`src/rtl/fir_mac_sequencer_if.sv`:
```
// fir_mac_sequencer_if
//   Bundles the sample stream, the result stream, the coefficient write port
//   and the busy flag of the FIR MAC sequencer.
//   Ports (slave = the sequencer, master = whatever drives it):
//     s_axis_data_tvalid/tready/tdata : input sample stream (DW bits, signed)
//     m_axis_data_tvalid/tready/tdata : saturated result stream (OW bits, signed)
//     coef_we/coef_addr/coef_data     : coefficient bank write port
//     busy                            : high whenever the sequencer is not idle
interface fir_mac_sequencer_if #(
  parameter int DW  = 16,
  parameter int OW  = 34,
  parameter int CAW = 5
);
  logic           s_axis_data_tvalid;
  logic           s_axis_data_tready;
  logic [DW-1:0]  s_axis_data_tdata;
  logic           m_axis_data_tvalid;
  logic           m_axis_data_tready;
  logic [OW-1:0]  m_axis_data_tdata;
  logic           coef_we;
  logic [CAW-1:0] coef_addr;
  logic [DW-1:0]  coef_data;
  logic           busy;

  modport slave (
    input  s_axis_data_tvalid, s_axis_data_tdata, m_axis_data_tready,
           coef_we, coef_addr, coef_data,
    output s_axis_data_tready, m_axis_data_tvalid, m_axis_data_tdata, busy
  );

  modport master (
    output s_axis_data_tvalid, s_axis_data_tdata, m_axis_data_tready,
           coef_we, coef_addr, coef_data,
    input  s_axis_data_tready, m_axis_data_tvalid, m_axis_data_tdata, busy
  );
endinterface

```
`src/rtl/fir_mac_sequencer.sv`:
```
// fir_mac_sequencer
//   Time-multiplexed FIR: one sample is accepted in IDLE, then NTAPS
//   multiply-accumulate cycles walk the circular delay line against the
//   coefficient bank, and the saturated sum is offered in OUT until taken.
//   Ports:
//     aclk   : clock, rising edge
//     areset : asynchronous active-high reset
//     bus    : fir_mac_sequencer_if.slave (sample/result streams, coefficient
//              write port, busy)
//   All outputs come straight from flops.
module fir_mac_sequencer #(
  parameter int NTAPS = 32,
  parameter int DW    = 16,
  parameter int OW    = 34
) (
  input  logic               aclk,
  input  logic               areset,
  fir_mac_sequencer_if.slave bus
);
  localparam int PW  = $clog2(NTAPS);
  localparam int PPW = 2 * DW;
  localparam int AW  = PPW + PW;
  localparam logic [PW-1:0] PTR_ONE  = PW'(1);
  localparam logic [PW-1:0] LAST_TAP = PW'(NTAPS - 1);

  typedef enum logic [1:0] {
    S_IDLE = 2'd0,
    S_MAC  = 2'd1,
    S_OUT  = 2'd2
  } state_e;

  // Clamp the accumulator into the signed OW-bit output range. The value fits
  // when every bit from OW-1 upward equals the sign bit.
  function automatic logic [OW-1:0] sat_acc(input logic [AW-1:0] a);
    logic [AW-OW:0] top;
    logic [OW-1:0]  r;
    top = a[AW-1:OW-1];
    if ((top == {(AW-OW+1){1'b0}}) || (top == {(AW-OW+1){1'b1}})) begin
      r = a[OW-1:0];
    end else if (a[AW-1]) begin
      r = {1'b1, {(OW-1){1'b0}}};
    end else begin
      r = {1'b0, {(OW-1){1'b1}}};
    end
    return r;
  endfunction

  state_e                state_q, state_d;
  logic [PW-1:0]         k_q, k_d;
  logic [PW-1:0]         wr_ptr_q, wr_ptr_d;
  logic signed [AW-1:0]  acc_q, acc_d;
  logic                  s_tready_q, s_tready_d;
  logic                  m_tvalid_q, m_tvalid_d;
  logic [OW-1:0]         m_tdata_q, m_tdata_d;
  logic                  busy_q, busy_d;
  logic signed [DW-1:0]  x_q [NTAPS];
  logic signed [DW-1:0]  c_q [NTAPS];
  logic                  x_we;
  logic                  c_we;
  logic [PW-1:0]         tap_idx;
  logic signed [PPW-1:0] prod;
  logic signed [AW-1:0]  acc_sum;

  // Newest sample sits at wr_ptr, so tap k reads wr_ptr-k; the pointer width
  // makes the subtraction wrap around the delay line for free.
  assign tap_idx = wr_ptr_q - k_q;
  assign prod    = PPW'(x_q[tap_idx]) * PPW'(c_q[k_q]);
  assign acc_sum = acc_q + AW'(prod);

  assign bus.s_axis_data_tready = s_tready_q;
  assign bus.m_axis_data_tvalid = m_tvalid_q;
  assign bus.m_axis_data_tdata  = m_tdata_q;
  assign bus.busy               = busy_q;

  // Next-state, datapath and registered-output decode
  always_comb begin
    state_d    = state_q;
    k_d        = k_q;
    wr_ptr_d   = wr_ptr_q;
    acc_d      = acc_q;
    s_tready_d = s_tready_q;
    m_tvalid_d = m_tvalid_q;
    m_tdata_d  = m_tdata_q;
    busy_d     = busy_q;
    x_we       = 1'b0;
    c_we       = 1'b0;

    // Coefficients are only writable while idle; writes in MAC/OUT are dropped.
    if (bus.coef_we && (state_q == S_IDLE)) begin
      c_we = 1'b1;
    end else begin
      c_we = 1'b0;
    end

    case (state_q)
      S_IDLE: begin
        if (bus.s_axis_data_tvalid && s_tready_q) begin
          x_we       = 1'b1;
          acc_d      = {AW{1'b0}};
          k_d        = {PW{1'b0}};
          state_d    = S_MAC;
          s_tready_d = 1'b0;
          busy_d     = 1'b1;
        end else begin
          state_d = S_IDLE;
        end
      end
      S_MAC: begin
        acc_d = acc_sum;
        k_d   = k_q + PTR_ONE;
        // The result register is loaded from the final sum on the last tap so
        // that tdata is already stable when tvalid rises.
        if (k_q == LAST_TAP) begin
          state_d    = S_OUT;
          m_tvalid_d = 1'b1;
          m_tdata_d  = sat_acc(acc_sum);
        end else begin
          state_d = S_MAC;
        end
      end
      S_OUT: begin
        if (m_tvalid_q && bus.m_axis_data_tready) begin
          wr_ptr_d   = wr_ptr_q + PTR_ONE;
          state_d    = S_IDLE;
          m_tvalid_d = 1'b0;
          s_tready_d = 1'b1;
          busy_d     = 1'b0;
        end else begin
          state_d = S_OUT;
        end
      end
      default: begin
        state_d    = S_IDLE;
        s_tready_d = 1'b1;
        m_tvalid_d = 1'b0;
        busy_d     = 1'b0;
      end
    endcase
  end

  // Control state, accumulator and output registers
  always_ff @(posedge aclk or posedge areset) begin
    if (areset) begin
      state_q    <= S_IDLE;
      k_q        <= {PW{1'b0}};
      wr_ptr_q   <= {PW{1'b0}};
      acc_q      <= {AW{1'b0}};
      s_tready_q <= 1'b1;
      m_tvalid_q <= 1'b0;
      m_tdata_q  <= {OW{1'b0}};
      busy_q     <= 1'b0;
    end else begin
      state_q    <= state_d;
      k_q        <= k_d;
      wr_ptr_q   <= wr_ptr_d;
      acc_q      <= acc_d;
      s_tready_q <= s_tready_d;
      m_tvalid_q <= m_tvalid_d;
      m_tdata_q  <= m_tdata_d;
      busy_q     <= busy_d;
    end
  end

  // Delay line and coefficient bank; both clear on reset so history reads as 0
  always_ff @(posedge aclk or posedge areset) begin
    if (areset) begin
      for (int i = 0; i < NTAPS; i++) begin
        x_q[i] <= {DW{1'b0}};
        c_q[i] <= {DW{1'b0}};
      end
    end else begin
      if (x_we) begin
        x_q[wr_ptr_q] <= bus.s_axis_data_tdata;
      end
      if (c_we) begin
        c_q[bus.coef_addr] <= bus.coef_data;
      end
    end
  end
endmodule

```
`src/flat_wrapper.sv`:
```
// flat-port wrapper written by rule: the top's interface ports become plain ports
module fir_mac_sequencer_flat 
#(
  parameter int NTAPS = 32,
  parameter int DW    = 16,
  parameter int OW    = 34
)
  (aclk, areset, bus_s_axis_data_tvalid, bus_s_axis_data_tdata, bus_m_axis_data_tready, bus_coef_we, bus_coef_addr, bus_coef_data, bus_s_axis_data_tready, bus_m_axis_data_tvalid, bus_m_axis_data_tdata, bus_busy);
  fir_mac_sequencer_if #(.DW(DW), .OW(OW), .CAW(($clog2(NTAPS)))) bus_i ();
  input  logic aclk;
  input  logic areset;
  input wire logic [$bits(bus_i.s_axis_data_tvalid)-1:0] bus_s_axis_data_tvalid;
  input wire logic [$bits(bus_i.s_axis_data_tdata)-1:0] bus_s_axis_data_tdata;
  input wire logic [$bits(bus_i.m_axis_data_tready)-1:0] bus_m_axis_data_tready;
  input wire logic [$bits(bus_i.coef_we)-1:0] bus_coef_we;
  input wire logic [$bits(bus_i.coef_addr)-1:0] bus_coef_addr;
  input wire logic [$bits(bus_i.coef_data)-1:0] bus_coef_data;
  output wire logic [$bits(bus_i.s_axis_data_tready)-1:0] bus_s_axis_data_tready;
  output wire logic [$bits(bus_i.m_axis_data_tvalid)-1:0] bus_m_axis_data_tvalid;
  output wire logic [$bits(bus_i.m_axis_data_tdata)-1:0] bus_m_axis_data_tdata;
  output wire logic [$bits(bus_i.busy)-1:0] bus_busy;
  assign bus_i.s_axis_data_tvalid = bus_s_axis_data_tvalid;
  assign bus_i.s_axis_data_tdata = bus_s_axis_data_tdata;
  assign bus_i.m_axis_data_tready = bus_m_axis_data_tready;
  assign bus_i.coef_we = bus_coef_we;
  assign bus_i.coef_addr = bus_coef_addr;
  assign bus_i.coef_data = bus_coef_data;
  assign bus_s_axis_data_tready = bus_i.s_axis_data_tready;
  assign bus_m_axis_data_tvalid = bus_i.m_axis_data_tvalid;
  assign bus_m_axis_data_tdata = bus_i.m_axis_data_tdata;
  assign bus_busy = bus_i.busy;
  fir_mac_sequencer #(.NTAPS(NTAPS), .DW(DW), .OW(OW)) u_core (.aclk(aclk), .areset(areset), .bus(bus_i));
endmodule
```
`config.mk`:
```
export PLATFORM = sky130hd
export DESIGN_NAME = fir_mac_sequencer_flat
export DESIGN_NICKNAME = d
export VERILOG_FILES = /design/src/rtl/fir_mac_sequencer_if.sv /design/src/rtl/fir_mac_sequencer.sv /design/src/flat_wrapper.sv
export SDC_FILE = /design/constraint.sdc
export NUM_CORES = 2
export LEC_CHECK = 0
export CORE_ASPECT_RATIO = 1.4
export CORE_MARGIN = 4
export CORE_UTILIZATION = 52
export DETAILED_ROUTE_END_ITERATION = 10
export PLACE_DENSITY = 0.68
export SLEW_MARGIN = 20
export SYNTH_ARGS = -nofsm -noshare
export SYNTH_HDL_FRONTEND = slang
export SYNTH_SLANG_ARGS = --single-unit
```
`constraint.sdc`:
```
create_clock -name aclk -period 43.4 [get_ports aclk]
set_clock_uncertainty 0.2 [all_clocks]
set_input_delay 8.68 -clock aclk [delete_from_list [all_inputs] [get_ports aclk]]
set_output_delay 8.68 -clock aclk [all_outputs]
set_load 0.02 [all_outputs]
```
Yosys cells after proc, flatten, opt, wreduce, memory -nomap -nowiden --
Index checks and enable logic that the tools add are counted.
Word-level totals: output and inout bits 37, bits in read-only memories 0, logic and storage cells 143, bits of input ports 42, memories kept 0, register bits after elaboration 1110, bits in latches 0, RAM bits 0
Cells by class: equality and inequality tests 7, shifts and indexed selects 0, bitwise gates (word level) 6, add/subtract/negate cells 4, magnitude comparators 6, div/mod/pow operators 0, reductions and logical operators 14, mux-type cells 33, $mul 1
Operators by type and width (number):
- bitwise mux 512 bit | 2
- binary-select mux 16 bit (select 5 bit) | 2
- demux 16 bit (select 5 bit) | 2
- two-way mux 16 bit | 6
- case mux 37 bit (2 select lines) | 1
- two-way mux 34 bit | 2
- adder 37 x 32 -> 37 bit | 1
- two-way mux 37 bit | 1
- multiplier 16 x 16 -> 32 bit | 1
- >= comparator 6 bit, second input constant | 4
- NOT 5 -> 6 bit | 4
- < comparator 6 x 1 -> 1 bit, second input constant | 2
- adder 5 x 1 -> 5 bit, second input constant | 2
- case mux 5 bit (2 select lines) | 1
- two-way mux 1 bit | 9
- case mux 1 bit (3 select lines) | 3
- case mux 2 bit (3 select lines) | 1
- AND reduction 2 bit | 3
- AND reduction 3 bit | 2
- equality test 5 bit, second input constant | 1
- logical AND 1 bit | 5
- two-way mux 5 bit | 1
- subtractor 5 bit | 1
- equality test 4 bit, second input constant | 1
- other kinds (10) | 13

Logic depth before layout (Yosys ltp) --
depth in word-level cells 10, mapped depth 37, mapped depth without buffers 32

Worst setup path before layout --
Ideal clock, no wire load.
path kind input port to flip-flop, from input port bus_coef_addr[1], to register u_core.c_q[464] in the netlist's numbering, slack 32.389 ns, stages on the path 6, library setup time 0.125 ns, arrival time 10.686 ns, cells stage by stage inv_1 or3_1 clkbuf_1 nor4_1 clkbuf_1 mux2_2
Between the ends: word-level cells in the longest chain between the ends 6, elaborated cells on any way between the ends 7, those cells by class order compare (2); mux (3); bitwise (1); reduce/logical (1)
Ends and longest elaborated chain:
- start: declaration | line flat_wrapper.sv:16 | input wire logic [$bits(bus_i.coef_addr)-1:0] bus_coef_addr;
- NOT 5 -> 6 bit (implied by the code) * | line fir_mac_sequencer.sv:176 | c_q[bus.coef_addr] <= bus.coef_data;
- >= comparator 6 bit (implied by the code) or < comparator 6 x 1 -> 1 bit (tied branches) | line fir_mac_sequencer.sv:176
- logical AND 1 bit (implied by the code) | line fir_mac_sequencer.sv:176
- two-way mux 16 bit (implied by the code) | line fir_mac_sequencer.sv:176
- demux 16 bit (select 5 bit) * | line fir_mac_sequencer.sv:176
- bitwise mux 512 bit * | line fir_mac_sequencer.sv:176
- end signal: indexed assignment | line fir_mac_sequencer.sv:169 | c_q[i] <= {DW{1'b0}};
- end signal: indexed assignment | line fir_mac_sequencer.sv:176
- end: declaration | line fir_mac_sequencer.sv:57 | logic signed [DW-1:0] c_q [NTAPS];
Mark *: on every way between the ends. The rest lies on a longest branch, timed or not. A chain may end at the register's enable or synchronous reset.

Worst setup path after layout --
from register u_core.k_q[0], to register u_core.m_tdata_q[2], in the netlist u_core.bus.m_axis_data_tdata[2]
Between the ends: word-level cells in the longest chain between the ends 10, elaborated cells on any way between the ends 18, those cells by class add/sub (2); mul (1); eq/ne (2); mux (8); bitwise (2); reduce/logical (3)
Ends and longest elaborated chain:
- start: declaration | line fir_mac_sequencer.sv:49 | logic [PW-1:0] k_q, k_d;
- start signal: assignment | line fir_mac_sequencer.sv:145 | k_q <= {PW{1'b0}};
- start signal: assignment | line fir_mac_sequencer.sv:154 | k_q <= k_d;
- subtractor 5 bit | line fir_mac_sequencer.sv:66 | assign tap_idx = wr_ptr_q - k_q;
- NOT 5 -> 6 bit (implied by the code) | line fir_mac_sequencer.sv:67 | assign prod = PPW'(x_q[tap_idx]) * PPW'(c_q[k_q]);
- binary-select mux 16 bit (select 5 bit) | line fir_mac_sequencer.sv:67
- two-way mux 16 bit (implied by the code) (2 in a row) | line fir_mac_sequencer.sv:67
- multiplier 16 x 16 -> 32 bit | line fir_mac_sequencer.sv:67
- adder 37 x 32 -> 37 bit | line fir_mac_sequencer.sv:68 | assign acc_sum = acc_q + AW'(prod);
- equality test 4 bit or zero test 4 bit (tied branches) | line fir_mac_sequencer.sv:38 | if ((top == {(AW-OW+1){1'b0}}) || (top == {(AW-OW+1){1'b1}})) begin
- logical OR 1 bit | line fir_mac_sequencer.sv:38
- two-way mux 34 bit | line fir_mac_sequencer.sv:38
- end signal: assignment | line fir_mac_sequencer.sv:150 | m_tdata_q <= {OW{1'b0}};
- end signal: assignment | line fir_mac_sequencer.sv:159 | m_tdata_q <= m_tdata_d;
- end: declaration | line fir_mac_sequencer.sv:54 | logic [OW-1:0] m_tdata_q, m_tdata_d;
Several ways; a longest one is shown, not always the timed one. The select of a mux whose other input is x is not followed.

==> impl_metrics.toml <==
[yosys]
synth_top_family_by_area = "multiplexers"
synth_compound_area_frac = 0.0374
yosys_register_bits = 1110
muxShareOfSynthArea = 0.293
yosys_warnings = 0
synth_xor_area_frac = 0.00704
synthAdderAreaFrac = 0.128
yosys.cell_count.top_type = "dfrtp_1"
synth-edff-count = 0
synth-seq-area-share = 0.449
synth.avg_cell_area_sq_um = 13.5
syn_area_sq_mm = 0.0618
yosys.area_share.simple = 0.0433
postSynthCellCount = 4563
synth_area_leaders = "dfrtp_1, mux2_2, fa_1, mux4_2, ha_1"
synth_top_cell_area_share = 0.449
synth.distinct_cells = 62
ys.flop_type = "dfrtp_1"
async_flop_share = 1.00
syn_nets = 5043
ys_top_cells_by_count = "dfrtp_1, mux2_2, inv_1, fa_1, clkbuf_1"
yosys.area.top_type = "dfrtp_1"

[cts]
cts_root_buf = "clkbuf_16"
path_clk_slew_ns = 0.06
clkLatencyLatePin_ns = 0.72
post_cts_buffers = 0
cts_inserted_buffers = 109
htree_levels = 3
clk_path_buf_depth = 3
cts_tree = "built"
clock-sinks = 1110
ctsHoldBuffers = 0
post_cts_resized = 0

[status]
status = "finished, final reports clean"

[worst_setup_path]
worstPathMaxFanout = 47
critPathSlowestCell = "fa_4"
crit_path_end_kind = "register"
criticalPathCategory = "reg -> reg"
startpoint_type = "register"
cp_slowest_stage_delay_ns = 1.20
worst_ep_required_time_ns = 43.83
arrival_ns = 12.58

[drt]
drt-total-wl_um = 151000
wl_per_cell_um = 24.3
vias_per_cell = 5.93
ant_nets = 0
drt_iter0_drc = 2218
first_pass_iters = 5
drc = 0
dr_total_vias = 36800

[die]
die_h_um = 416
rows = 149
die_x_um = 299
initial_core_util = 0.524
core-area_sq_mm = 0.118
die-area_sq_mm = 0.125
io_pins = 79

[cells_and_area]
area_growth_pct = 9.68
fin_nets = 5013
drive_above_1_share = 0.372

[place]
numPortBuffers = 78
hpwl_um = 95800
place_congestion = 0.857

[timing]
slew_headroom = 0.194
setup_viol = 0
rsz0062_at_grt = "no"
hold_violations = 0
final.min_clock_period_ns = 12.16
drv_slew = 0
hold_slack_ns = 0.299
fin_setup_tns_ns = 0
tightest_slew_ns = 1.21
fmax_mhz = 82.3
timing.final.crit_share = 0.280

[global_routing]
antenna_found_initial = 3
grt_max_degree = 176
grt_use_total = 0.246
grt-ovfl-total = 0
grt_pass1_vias = 40000
grt_first_pass_wirelength_um = 238000

[hold_path]
worstHoldPathType = "reg -> reg"

[job]
cap_violations = 0
[path summary, 6_finish.rpt]
check	cells past startpoint	to	slack (ns)	startpoint
hold / removal	1	u_core.x_q[98]	0.30	u_core.x_q[98]
max in group asynchronous	4	u_core.c_q[68]	32.18	areset
setup / recovery	30	u_core.bus.m_axis_data_tdata[2]	31.24	u_core.k_q[0]
min in group asynchronous	2	u_core.x_q[89]	8.42	areset
setup reg to reg	30	u_core.bus.m_axis_data_tdata[2]	31.24	u_core.k_q[0]
hold reg to reg	1	u_core.x_q[98]	0.30	u_core.x_q[98]
[placed cells by master, fill, tap and decap left out, types with 17 or more instances in the layout]
cell type	Yosys	routed
buf_4	0	107
mux2_2	1026	1026
clkbuf_16	0	110
ha_1	118	117
xnor2_1	31	30
clkbuf_1	283	32
nand2b_1	24	23
mux2i_1	138	136
a221o_1	33	33
mux4_2	228	228
nor2_1	166	150
a21oi_1	39	38
o21ai_1	7	17
clkbuf_8	0	26
a221oi_1	57	57
or2_2	113	113
o22ai_1	19	19
a22oi_1	28	28
clkinv_2	0	17
o21ai_0	79	67
clkdlybuf4s50_1	0	58
a21o_1	18	18
dfrtp_1	1109	1106
nand3_1	24	24
nand2_1	149	142
buf_2	23	20
fa_1	320	319
inv_1	358	357
[critical path: cells and delay by family (launching register included)]
family                     cells  cell delay, ns
AOI/OAI and AO/OA              6            2.33
adders and majority gates      9            4.96
muxes                          2            0.86
buffers and inverters          7            1.36
and+or+nand+nor                6            1.61
DFF                            1            0.71
[metrics by stage]
stage	area, sq um	std cells	utilization	setup WS (ns)
2_1_floorplan	61800	4563	-	3.27
3_3_place_gp	64300	6007	0.545	31.12
3_5_place_dp	64300	6007	0.545	31.09
4_1_cts	67900	6205	0.575	31.21
5_1_grt	67800	6206	0.575	30.52
6_report	67800	6208	0.575	31.24
[cell families (layout without fill, tap and decap cells)]
kind of cell    Yosys count  in the layout
mux                    1393           1393
flops                  1110           1110
buf+inv                 690            747
simple gates            556            556
fa+ha+maj               438            438
compound gates          328            328
xor+xnor                 48             48
other cells               0              3
[per-layer routing]
layer	part of all wire	up-vias	global-route usage
met2	0.52	729	0.432
met4	0.028	0	0.0714
met1	0.42	19900	0.325
li1	-	16000	-
met5	0	-	0
met3	0.038	232	0.0283
[flip-flops by register name (all words and copies together) (netlist names)]
register / count
u_core.bus.s_axis_data_tready: 1
u_core.state_q: 2
u_core.c_q: 512
u_core.bus.m_axis_data_tvalid: 1
u_core.wr_ptr_q: 5
u_core.x_q: 512
u_core.k_q: 5
u_core.acc_q: 37
u_core.bus.m_axis_data_tdata: 34
u_core.bus.busy: 1
[cell type report]
class	instances	area, sq um
inverters	360	1360
flip-flops and latches	1110	27800
repair buffers	189	1550
fillers	9557	50200
well taps	1585	1980
multi-input cells	2763	31600
diodes	3	7.51
clock inverters	30	339
clock buffers	168	3230
Power is left out: the tool's default activity adds up to more than one toggle a clock period on the data nets, which glitch-free logic cannot reach.
